==> config.mk <==
export PLATFORM = sky130hd
export DESIGN_NAME = div_clk_monitor
export DESIGN_NICKNAME = d
export VERILOG_FILES = /design/src/rtl/div_clk_pkg.sv /design/src/rtl/sync_edge_det.sv /design/src/rtl/div_clk_monitor.sv
export SDC_FILE = /design/constraint.sdc
export NUM_CORES = 1
export LEC_CHECK = 0
export CORE_MARGIN = 2
export CORE_UTILIZATION = 49
export DETAILED_ROUTE_END_ITERATION = 12
export GPL_ROUTABILITY_DRIVEN = 0
export PLACE_DENSITY = 0.71
export SYNTH_ARGS = -nofsm -noshare
export SYNTH_HDL_FRONTEND = slang
export SYNTH_SLANG_ARGS = --single-unit
==> constraint.sdc <==
create_clock -name CLK -period 4.1 [get_ports CLK]
set_input_delay 0.41 -clock CLK [delete_from_list [all_inputs] [get_ports CLK]]
set_output_delay 0.41 -clock CLK [all_outputs]
set_load 0.05 [all_outputs]
==> src/rtl/div_clk_pkg.sv <==
// Types and default constants shared by the divided-clock path: the frequency divider and its monitor.
package div_clk_pkg;

   typedef enum logic [1:0] {
      SEARCH = 2'd0,
      TRACK  = 2'd1,
      LOCKED = 2'd2,
      LOST   = 2'd3
   } mon_state_t;

   localparam int DEF_SYNC_STAGES   = 2;
   localparam int DEF_EXPECTED_HALF = 50;
   localparam int DEF_TOL           = 2;
   localparam int DEF_LOCK_COUNT    = 4;
   localparam int DEF_TIMEOUT       = 128;
   localparam int DEF_CNT_W         = 8;

endpackage

==> src/rtl/sync_edge_det.sv <==
// Resynchronises an asynchronous level into CLK and flags its edges.
// edge_det is combinational, one cycle ahead of the registered rise/fall ticks.
module sync_edge_det
   import div_clk_pkg::*;
#(
   parameter int SYNC_STAGES = DEF_SYNC_STAGES
)
(
   input  logic CLK,
   input  logic Reset,
   input  logic din,
   output logic edge_det,
   output logic rise_tick,
   output logic fall_tick
);

   logic [SYNC_STAGES-1:0] sync_reg;
   logic                   delay_reg;
   logic                   rise_reg;
   logic                   fall_reg;
   logic                   sync_last;

   assign sync_last = sync_reg[SYNC_STAGES-1];
   assign edge_det  = sync_last ^ delay_reg;

   always_ff @(posedge CLK or negedge Reset) begin
      if (!Reset) begin
         sync_reg  <= '0;
         delay_reg <= 1'b0;
         rise_reg  <= 1'b0;
         fall_reg  <= 1'b0;
      end else begin
         sync_reg  <= {sync_reg[SYNC_STAGES-2:0], din};
         delay_reg <= sync_last;
         rise_reg  <= sync_last & ~delay_reg;
         fall_reg  <= ~sync_last & delay_reg;
      end
   end

   assign rise_tick = rise_reg;
   assign fall_tick = fall_reg;

endmodule

==> src/rtl/div_clk_monitor.sv <==
// Consumes the divided clock: emits clean rise/fall enables, measures each half-period
// and tracks lock against the expected divide ratio.
module div_clk_monitor
   import div_clk_pkg::*;
#(
   parameter int SYNC_STAGES   = DEF_SYNC_STAGES,
   parameter int EXPECTED_HALF = DEF_EXPECTED_HALF,
   parameter int TOL           = DEF_TOL,
   parameter int LOCK_COUNT    = DEF_LOCK_COUNT,
   parameter int TIMEOUT       = DEF_TIMEOUT,
   parameter int CNT_W         = DEF_CNT_W
)
(
   input  logic             CLK,
   input  logic             Reset,
   input  logic             DivCLK_in,
   output logic             rise_tick,
   output logic             fall_tick,
   output logic [CNT_W-1:0] half_period,
   output logic             period_valid,
   output logic             locked,
   output logic             lost,
   output logic [7:0]       err_count
);

   localparam int GR_W = $clog2(LOCK_COUNT + 1);
   localparam logic signed [CNT_W:0] EXP_S        = (CNT_W+1)'(EXPECTED_HALF);
   localparam logic [CNT_W:0]        TOL_V        = (CNT_W+1)'(TOL);
   localparam logic [CNT_W-1:0]      TIMEOUT_LAST = CNT_W'(TIMEOUT - 1);
   localparam logic [GR_W-1:0]       LOCK_V       = GR_W'(LOCK_COUNT);

   mon_state_t        state_reg, state_next;
   logic [CNT_W-1:0]  cnt_reg, cnt_next, cnt_inc;
   logic [GR_W-1:0]   good_run_reg, good_run_next, good_run_inc;
   logic [CNT_W-1:0]  half_period_reg, half_period_next;
   logic              period_valid_reg, period_valid_next;
   logic [7:0]        err_count_reg, err_count_next;
   logic              locked_reg, lost_reg;
   logic              edge_det;
   logic signed [CNT_W:0] diff_s;
   logic [CNT_W:0]    abs_diff;
   logic              in_tol;
   logic              timeout;

   sync_edge_det #(
      .SYNC_STAGES (SYNC_STAGES)
   ) u_sync (
      .CLK       (CLK),
      .Reset     (Reset),
      .din       (DivCLK_in),
      .edge_det  (edge_det),
      .rise_tick (rise_tick),
      .fall_tick (fall_tick)
   );

   // cnt_inc doubles as the measured half-period on an edge cycle
   assign cnt_inc      = (cnt_reg == {CNT_W{1'b1}}) ? cnt_reg : cnt_reg + 1'b1;
   assign diff_s       = $signed({1'b0, cnt_inc}) - EXP_S;
   assign abs_diff     = diff_s[CNT_W] ? $unsigned(-diff_s) : $unsigned(diff_s);
   assign in_tol       = (abs_diff <= TOL_V);
   assign timeout      = (cnt_reg == TIMEOUT_LAST);
   assign good_run_inc = good_run_reg + 1'b1;

   always_comb begin
      state_next        = state_reg;
      cnt_next          = cnt_inc;
      good_run_next     = good_run_reg;
      half_period_next  = half_period_reg;
      period_valid_next = 1'b0;
      err_count_next    = err_count_reg;
      if (edge_det) begin
         cnt_next = '0;
         case (state_reg)
            SEARCH, LOST: begin
               good_run_next = '0;
               state_next    = TRACK;
            end
            TRACK: begin
               half_period_next  = cnt_inc;
               period_valid_next = 1'b1;
               if (in_tol) begin
                  good_run_next = good_run_inc;
                  if (good_run_inc == LOCK_V)
                     state_next = LOCKED;
               end else begin
                  good_run_next = '0;
               end
            end
            LOCKED: begin
               half_period_next  = cnt_inc;
               period_valid_next = 1'b1;
               if (!in_tol) begin
                  state_next    = TRACK;
                  good_run_next = '0;
                  if (err_count_reg != 8'hFF)
                     err_count_next = err_count_reg + 8'd1;
               end
            end
         endcase
      end else if (timeout && state_reg != LOST) begin
         // an edge landing on the timeout cycle takes the branch above instead
         state_next = LOST;
      end
   end

   always_ff @(posedge CLK or negedge Reset) begin
      if (!Reset) begin
         state_reg        <= SEARCH;
         cnt_reg          <= '0;
         good_run_reg     <= '0;
         half_period_reg  <= '0;
         period_valid_reg <= 1'b0;
         err_count_reg    <= '0;
         locked_reg       <= 1'b0;
         lost_reg         <= 1'b0;
      end else begin
         state_reg        <= state_next;
         cnt_reg          <= cnt_next;
         good_run_reg     <= good_run_next;
         half_period_reg  <= half_period_next;
         period_valid_reg <= period_valid_next;
         err_count_reg    <= err_count_next;
         locked_reg       <= (state_next == LOCKED);
         lost_reg         <= (state_next == LOST);
      end
   end

   assign half_period  = half_period_reg;
   assign period_valid = period_valid_reg;
   assign err_count    = err_count_reg;
   assign locked       = locked_reg;
   assign lost         = lost_reg;

endmodule

==> results of run 1 <==
layout make-up:
class	count	area share
Clock buffer	5	0.0266
Clock inverter	1	0.00193
Inverter	10	0.0145
Multi-Input combinational cell	181	0.481
Sequential cell	37	0.358
Tap cell	52	0.0251
Timing Repair Buffer	25	0.0928
logic make-up (layout without fill, tap and decap cells):
family | after synthesis | in the layout | synth area share
and+or+nand+nor | 95 | 95 | 0.223
AOI/OAI and AO/OA | 57 | 57 | 0.183
DFF | 37 | 37 | 0.407
buffers and inverters | 20 | 41 | 0.0451
adders and majority gates | 13 | 13 | 0.0715
xor gates and xnor gates | 12 | 12 | 0.0495
muxes | 4 | 4 | 0.0204
cells in the mapped netlist, types with 4 or more instances:
master,count,share of area
dfrtp_1,37,0.41
nand2_1,28,0.046
o21ai_0,19,0.042
nor2_1,17,0.028
ha_1,13,0.072
inv_1,10,0.017
xor2_1,9,0.035
a21oi_1,7,0.015
and2_1,7,0.019
nor3_1,7,0.015
nand3_1,6,0.013
clkbuf_1,5,0.0083
nand4_1,5,0.014
nor4_1,5,0.014
o31ai_1,4,0.013
final timing paths:
path / from / to / slack, ns
setup reg to reg: cnt_reg[0] / err_count[1] / 0.53
setup / recovery: cnt_reg[0] / err_count[1] / 0.53
hold / removal: Reset / half_period[0] / 0.21
hold reg to reg: u_sync.sync_reg[0] / u_sync.sync_reg[1] / 0.35
min in group CLK: u_sync.sync_reg[0] / u_sync.sync_reg[1] / 0.35
max in group asynchronous: Reset / err_count[0] / 3.40
per-stage QoR:
step                      instance area [µm²]  hold WS [ns]  setup slack [ns]  total power, W  cells
after floorplan                          2270         0.114             0.661        0.000684    238
after global placement                   2510         0.332             0.670        0.000762    305
after detailed placement                 2510         0.336             0.576        0.000765    305
after CTS                                2590         0.235             0.558        0.000996    311
after global routing                     2590         0.272             0.179         0.00105    311
final                                    2590         0.205             0.526        0.000988    311
worst reg2reg max path: cells and delay by family (launching register included):
| family | cells | cell delay (ns) |
|---|---|---|
| and+or+nand+nor | 4 | 0.76 |
| AOI/OAI and AO/OA | 6 | 1.09 |
| adders and majority gates | 2 | 0.81 |
| muxes | 1 | 0.37 |
| DFF | 1 | 0.45 |
metal layers:
| layer | share of wire | wire [µm] |
|---|---|---|
| met3 | 0.044 | 199 |
| met4 | 0.015 | 68 |
| met2 | 0.47 | 2140 |
| met5 | 0 | 0 |
| met1 | 0.47 | 2160 |
power by group through the flow:
stage	clock network (W)	logic (W)	registers, W
3_5_place_dp	0	0.000340	0.000425
3_3_place_gp	0	0.000338	0.000423
6_report	0.000229	0.000342	0.000418
2_1_floorplan	0	0.000206	0.000478
5_1_grt	0.000248	0.000381	0.000422
4_1_cts	0.000235	0.000342	0.000418
==> results_dict.tcl, run 1 <==
set metrics [dict create \
    seqPwrFrac 0.423 \
    hold_path.class "input pin to async pin" \
    crit_cells 13 \
    period_minus_slack_ns 3.57 \
    core_mm2 0.00441 \
    rows 24 \
    relSlewSlack 0.473 \
    critical_path.slowest_cell "dfrtp_1" \
    worstMarginPinSlew_ns 0.790 \
    synth-seq-area-share 0.407 \
    ant_nets 0 \
    via_count 1823 \
    p_clk_frac 0.232 \
    slowest_delay_ns 0.45 \
    crit_fanout 9 \
    drc_errors 0 \
    overflow 0 \
    r2r_cells 13 \
    cts_setup_buffers 0 \
    via_per_inst 5.86 \
    use_met1 0.270 \
    p_sw_w 0.000361 \
    gr-usage-met3 0.0389 \
    path_buf_inv 0 \
    crit_family "compound AO/OA/AOI/OAI gates" \
    worstSetupPathType "flop to flop" \
    cts_resized 0 \
    syn_inst 238 \
    area_growth_pct 13.8 \
    regArea_um2 926 \
    most-common-layout-cells "dfrtp_1 (37), nand2_1 (28), clkdlybuf4s50_1 (22)" \
    syn-num-nets 254 \
    htree_levels 2 \
    pin_count 24 \
    hold_buffers 0 \
    cap_violations 0 \
    grt_max_degree 38 \
    p_sw_frac 0.365 \
    multi_input_area_mm2 0.00124 \
    yosys_warnings 0 \
    nFillCells 389 \
    setup_viol_count_final 0 \
    wl_per_cell_um 14.7 \
    track_usage 0.193 \
    startpoint_type "flop" \
    met2_usage 0.303 \
    first_global_vias 1680 \
    start_util 0.515 \
    cts-root-buf "clkbuf_8" \
    clk_latency_ns 0.28 \
    required_ns 4.27 \
    clk_pin_slew_worst_paths_ns 0.07 \
    clockBufferDepth 2 \
    drive_gt1_frac 0.116 \
    final_core_util 0.586 \
    die_area_mm2 0.00520 \
    hold_violations 0 \
    synth_ff_type "dfrtp_1" \
    power_density_mw_per_mm2 382 \
    p_int_w 0.000627 \
    synth-seq-cells 37 \
    die_height_um 72.1 \
    rsz0062_at_grt "no" \
    power.static_leakage_nw 1.19 \
    drt-initial-drc-count 137 \
    fin_nets 276 \
    first_pass_iters 4 \
    numCtsBuffers 5 \
    grt_pass1_wl_um 7850 \
    syn_avg_cell_area_um2 9.55 \
    portBuffers 23 \
    path_cells "ha_1 -> and2_1 -> o21ai_0 -> o21ai_0 -> ha_1 -> o21ai_1 -> a21o_2 -> a31oi_1 -> nand4_1 -> a21oi_1 -> nor3b_2 -> nor3_1 -> mux2_2" \
    setup_tns_ns 0 \
    final_common_cell "dfrtp_1" \
    post-route-period-util 0.872 \
    synth-edff-count 0 \
    syn_area_mm2 0.00227 \
    gr-max-usage-layer "met2" \
    die_w_um 72.1 \
    async_flop_share 1.00 \
    status "finished, final reports clean" \
    wl_um 4570 \
    cts.sinks 37 \
    fin_skew_ns 0.00357 \
    ir_drop_mv 0.234 \
    arrival_ns 3.74 \
    cts_tree "yes" \
    antenna_found_initial 0 \
    yosys.cell_types.count 57 \
    pwr-share-comb 0.346 \
    diodes 0 \
    drv_slew 0 \
    cp-end-kind "flop" \
    max_freq_mhz 280 \
    dp_hpwl_um 3350 \
]
No activity file was read; power rests on OpenSTA's default activity.
==> run 2: changes to the inputs <==
--- a/config.mk
+++ b/config.mk
@@ -9,7 +9,7 @@
 export CORE_UTILIZATION = 49
 export DETAILED_ROUTE_END_ITERATION = 12
 export GPL_ROUTABILITY_DRIVEN = 0
-export PLACE_DENSITY = 0.71
+export PLACE_DENSITY = 0.73
 export SYNTH_ARGS = -nofsm -noshare
 export SYNTH_HDL_FRONTEND = slang
 export SYNTH_SLANG_ARGS = --single-unit
==> constraint.sdc (replaced) <==
create_clock -name CLK -period 3.1 [get_ports CLK]
set_input_delay 0.31 -clock CLK [delete_from_list [all_inputs] [get_ports CLK]]
set_output_delay 0.31 -clock CLK [all_outputs]
set_load 0.05 [all_outputs]
==> run 2 against run 1 <==
  * Final cell count rose by 9.0%
  * First-iteration DRC count fell by 15%
  * Final area rose by 12%
  * Global-route usage rose by 1.9 points
  * Routed wire length rose by 18%
  * Non-clock buffer count rose by 26
  * Sequential share of layout area fell by 3.9 points
  * Critical path type unchanged
  * Critical endpoint is now lost
==> results_dict.tcl, run 2 (same netlist as run 1, synthesis figures left out) <==
set metrics [dict create \
    setup_viol_count_final 0 \
    nFillCells 359 \
    cts.sinks 37 \
    core_mm2 0.00441 \
    power_w 0.00151 \
    startpoint_type "flop" \
    clk_latency_ns 0.29 \
    ant_nets 0 \
    worstSetupPathType "flop to flop" \
    period_minus_slack_ns 3.00 \
    ir_drop_mv 0.361 \
    diodes 0 \
    via_per_inst 5.76 \
    first_pass_iters 4 \
    pin_count 24 \
    drv_slew 0 \
    status "finished, final reports clean" \
    via_count 1952 \
    drc_errors 0 \
    portBuffers 23 \
    area_growth_pct 27.8 \
    wl_per_cell_um 15.9 \
    path_cells "ha_4 -> buf_4 -> xnor2_1 -> o211ai_1 -> a21o_1 -> buf_4 -> o21ai_0 -> a211oi_1 -> o21ai_1 -> o221ai_2 -> nor3b_2 -> buf_6 -> buf_4 -> a31o_2 -> nor2b_1" \
    drt-initial-drc-count 116 \
    most-common-layout-cells "dfrtp_1 (36), nand2_1 (28), buf_4 (27)" \
    cap_violations 0 \
    crit_family "compound AO/OA/AOI/OAI gates" \
    slowest_delay_ns 0.41 \
    die_area_mm2 0.00520 \
    hold_path.class "input pin to async pin" \
    htree_levels 2 \
    wl_um 5380 \
    regArea_um2 927 \
    relSlewSlack 0.457 \
    track_usage 0.212 \
    die_height_um 72.1 \
    required_ns 3.32 \
    fin_skew_ns 0.00547 \
    die_w_um 72.1 \
    fin_nets 302 \
    r2r_setup_slack_ns 0.1 \
    numCtsBuffers 5 \
    grt_pass1_wl_um 8690 \
    rows 24 \
    critical_path.slowest_cell "dfrtp_1" \
    cts_tree "yes" \
    power_density_mw_per_mm2 520 \
    antenna_found_initial 0 \
    grt_max_degree 38 \
    max_freq_mhz 333 \
    final_common_cell "dfrtp_1" \
    cp-end-kind "flop" \
    dp_hpwl_um 3840 \
    overflow 0 \
    worstMarginPinSlew_ns 0.815 \
    critical_path.most_common_cell "buf_4" \
    crit_fanout 9 \
    hold_violations 0 \
    post-route-period-util 0.969 \
    clk_pin_slew_worst_paths_ns 0.08 \
    power.static_leakage_nw 1.34 \
    start_util 0.515 \
    rsz0062_at_grt "yes" \
    arrival_ns 3.22 \
    drive_gt1_frac 0.237 \
    multi_input_area_mm2 0.00132 \
    final_core_util 0.658 \
    first_global_vias 1882 \
    path_buf_inv 4 \
    cts-root-buf "clkbuf_8" \
    clockBufferDepth 2 \
]
[run 2: final cells by class]
type                    count  share of cell area
multi-input cells         181               0.455
flip-flops and latches     37               0.319
repair buffers             51               0.151
clock buffers               5              0.0237
well taps                  52              0.0224
clock inverters             3              0.0159
inverters                  10              0.0129
[run 2: final timing paths]
check | start | endpoint | depth (start not counted)
setup / recovery | cnt_reg[1] | lost | 15
hold / removal | Reset | cnt_reg[0] | 1
setup reg to reg | cnt_reg[1] | lost | 15
hold reg to reg | u_sync.sync_reg[0] | u_sync.sync_reg[1] | 0
max in group asynchronous | Reset | cnt_reg[4] | 1
min in group CLK | u_sync.sync_reg[0] | u_sync.sync_reg[1] | 0
[run 2: routing by layer]
| layer | vias up | wire, µm | global-route usage | share of wire |
|---|---|---|---|---|
| li1 | 945 | - | - | - |
| met1 | 947 | 2490 | 0.292 | 0.46 |
| met2 | 50 | 2620 | 0.350 | 0.49 |
| met3 | 10 | 213 | 0.0361 | 0.040 |
| met4 | 0 | 56 | 0.0524 | 0.010 |
| met5 | - | 0 | 0 | 0 |
[run 2: power by group]
group	switching (W)	internal [W]	total (W)	leakage, nW
sequential	0.0000273	0.000519	0.000546	0.495
combinational	0.000335	0.000215	0.000550	0.791
clock	0.000175	0.000241	0.000416	0.0543
total	0.000538	0.000974	0.00151	1.34
[run 2: timing repair]
action / 4_1_cts / 5_1_grt
setup buffers: 1 / 3
gates resized for setup: 0 / 16
pin swaps: 1 / 4
hold buffers: 0 / 0
setup endpoints to repair: 1 / 15
[run 2: per-stage QoR]
step | setup WS, ns | setup TNS (ns) | cells | instance area, µm² | hold WS (ns)
floorplan | 0.0306 | 0 | 238 | 2300 | 0.0144
global placement | 0.0795 | 0 | 327 | 2700 | 0.332
detailed placement | 0.0132 | 0 | 327 | 2700 | 0.356
CTS | 0.00719 | 0 | 336 | 2820 | 0.134
global route | -0.0349 | -0.107 | 339 | 2910 | 0.185
finish | 0.0961 | 0 | 339 | 2910 | 0.112
==> run 3: changes to the inputs <==
--- a/config.mk
+++ b/config.mk
@@ -10,6 +10,7 @@
 export DETAILED_ROUTE_END_ITERATION = 12
 export GPL_ROUTABILITY_DRIVEN = 0
 export PLACE_DENSITY = 0.73
+export SETUP_SLACK_MARGIN = 0.05
 export SYNTH_ARGS = -nofsm -noshare
 export SYNTH_HDL_FRONTEND = slang
 export SYNTH_SLANG_ARGS = --single-unit
==> run 3 against run 2 <==
  * Sequential share of layout area down 1.4 points
  * Largest cell class unchanged
  * Highest routed layer unchanged
  * Register-to-register slack improved by 0.04 ns
  * Clock skew increased by 0.00097 ns
  * Critical endpoint is now locked
  * Sequential power is 0.7% higher
  * Largest power group unchanged
  * Clock-buffer cell count is 1 higher
==> results_dict.tcl, run 3 (same netlist as run 1, synthesis figures left out) <==
set metrics [dict create \
    status "finished, final reports clean" \
    cts_tree "yes" \
    rsz0062_at_grt "yes" \
    overflow 0 \
    drv_slew 0 \
    most-common-layout-cells "dfrtp_1 (34), nand2_1 (25), clkdlybuf4s50_1 (22), buf_4 (22), nor2_1 (16)" \
    fin_nets 304 \
    critical_path.most_common_cell "buf_6" \
    required_ns 3.33 \
    drive_gt1_frac 0.304 \
    clk_latency_ns 0.29 \
    drt-initial-drc-count 152 \
    hold_violations 0 \
    setup_viol_count_final 0 \
    via_per_inst 5.78 \
    track_usage 0.211 \
    slowest_delay_ns 0.43 \
    hold_path.class "input pin to async pin" \
    cp-end-kind "flop" \
    first_global_vias 1811 \
    die_w_um 72.1 \
    fin_skew_ns 0.00644 \
    grt_max_degree 38 \
    worstMarginPinSlew_ns 0.891 \
    start_util 0.515 \
    arrival_ns 3.19 \
    startpoint_type "flop" \
    grt_pass1_wl_um 8600 \
    ir_drop_mv 0.313 \
    final_common_cell "dfrtp_1" \
    clk_pin_slew_worst_paths_ns 0.07 \
    regArea_um2 930 \
    crit_family "simple AND/OR/NAND/NOR gates" \
    path_buf_inv 3 \
    dp_hpwl_um 3780 \
    antenna_found_initial 0 \
    portBuffers 23 \
    critical_path.slowest_cell "dfrtp_2" \
    power_w 0.00154 \
    rows 24 \
    cts-root-buf "clkbuf_8" \
    core_mm2 0.00441 \
    power.static_leakage_nw 1.37 \
    multi_input_area_mm2 0.00146 \
    htree_levels 2 \
    clockBufferDepth 2 \
    drc_errors 0 \
    relSlewSlack 0.406 \
    setup_tns_ns 0 \
    area_growth_pct 34.2 \
    max_freq_mhz 337 \
    wl_per_cell_um 17.3 \
    nFillCells 325 \
    crit_fanout 7 \
    numCtsBuffers 5 \
    path_cells "buf_4 -> and3_2 -> nor2_1 -> nor2_2 -> nor4_2 -> o221ai_1 -> o21ai_1 -> nor3b_2 -> buf_6 -> buf_6 -> a31o_4 -> and2_4" \
    ant_nets 0 \
    pin_count 24 \
    first_pass_iters 4 \
    via_count 1971 \
    cts.sinks 37 \
    power_density_mw_per_mm2 506 \
    period_minus_slack_ns 2.97 \
    wl_um 5890 \
    hold_buffers 0 \
    diodes 0 \
    die_area_mm2 0.00520 \
    cap_violations 0 \
    die_height_um 72.1 \
    post-route-period-util 0.957 \
    worstSetupPathType "flop to flop" \
]
[run 3: changes by cell type in the layout (fill, tap and decap cells not counted), moves of 3 or more]
cell     change
and2_1       -3
buf_4        -5
buf_6        +7
nand2_1      -3
[run 3: through the flow]
stage	area, µm²	hold WS, ns	util	setup WS [ns]	cells
final	3050	0.136	0.691	0.134	341
after global routing	3050	0.216	0.691	-0.0146	341
after CTS	2750	0.175	0.624	0.0605	330
after detailed placement	2660	0.378	0.602	0.00931	321
after global placement	2660	0.333	0.602	0.100	321
after floorplan	2300	0.0144	-	0.0851	238
[run 3: report_power, final]
group / total [W] / internal [W] / switching (W)
sequential: 0.000550 / 0.000520 / 0.0000305
combinational: 0.000668 / 0.000284 / 0.000384
clock: 0.000325 / 0.000156 / 0.000169
[run 3: layer usage]
layer / part of all wire / vias to the layer above / GRT usage
met2: 0.49 / 50 / 0.325
met4: 0.026 / 0 / 0.0797
met5: 0 / - / 0
met1: 0.45 / 952 / 0.296
met3: 0.037 / 16 / 0.0431
li1: - / 953 / -
[run 3: layout make-up]
class / count / area share
well taps: 52 / 0.0213
inverters: 10 / 0.0123
clock inverters: 2 / 0.00328
clock buffers: 6 / 0.0238
flip-flops and latches: 37 / 0.305
repair buffers: 53 / 0.157
multi-input cells: 181 / 0.477
[run 3: final timing paths]
| kind | from | endpoint | slack [ns] | depth (start not counted) |
|---|---|---|---|---|
| max | cnt_reg[0] | locked | 0.13 | 12 |
| min | Reset | half_period[6] | 0.14 | 1 |
| max reg2reg | cnt_reg[0] | locked | 0.13 | 12 |
| min reg2reg | u_sync.sync_reg[0] | u_sync.sync_reg[1] | 0.39 | 0 |
| max in group asynchronous | Reset | cnt_reg[2] | 2.36 | 1 |
| min in group CLK | u_sync.sync_reg[0] | u_sync.sync_reg[1] | 0.39 | 0 |
[run 3: repair_timing]
item                       in CTS  in global routing
resized for setup               1                 47
setup buffers                   1                 13
setup endpoints to repair       1                 15
pin swaps                       1                 22
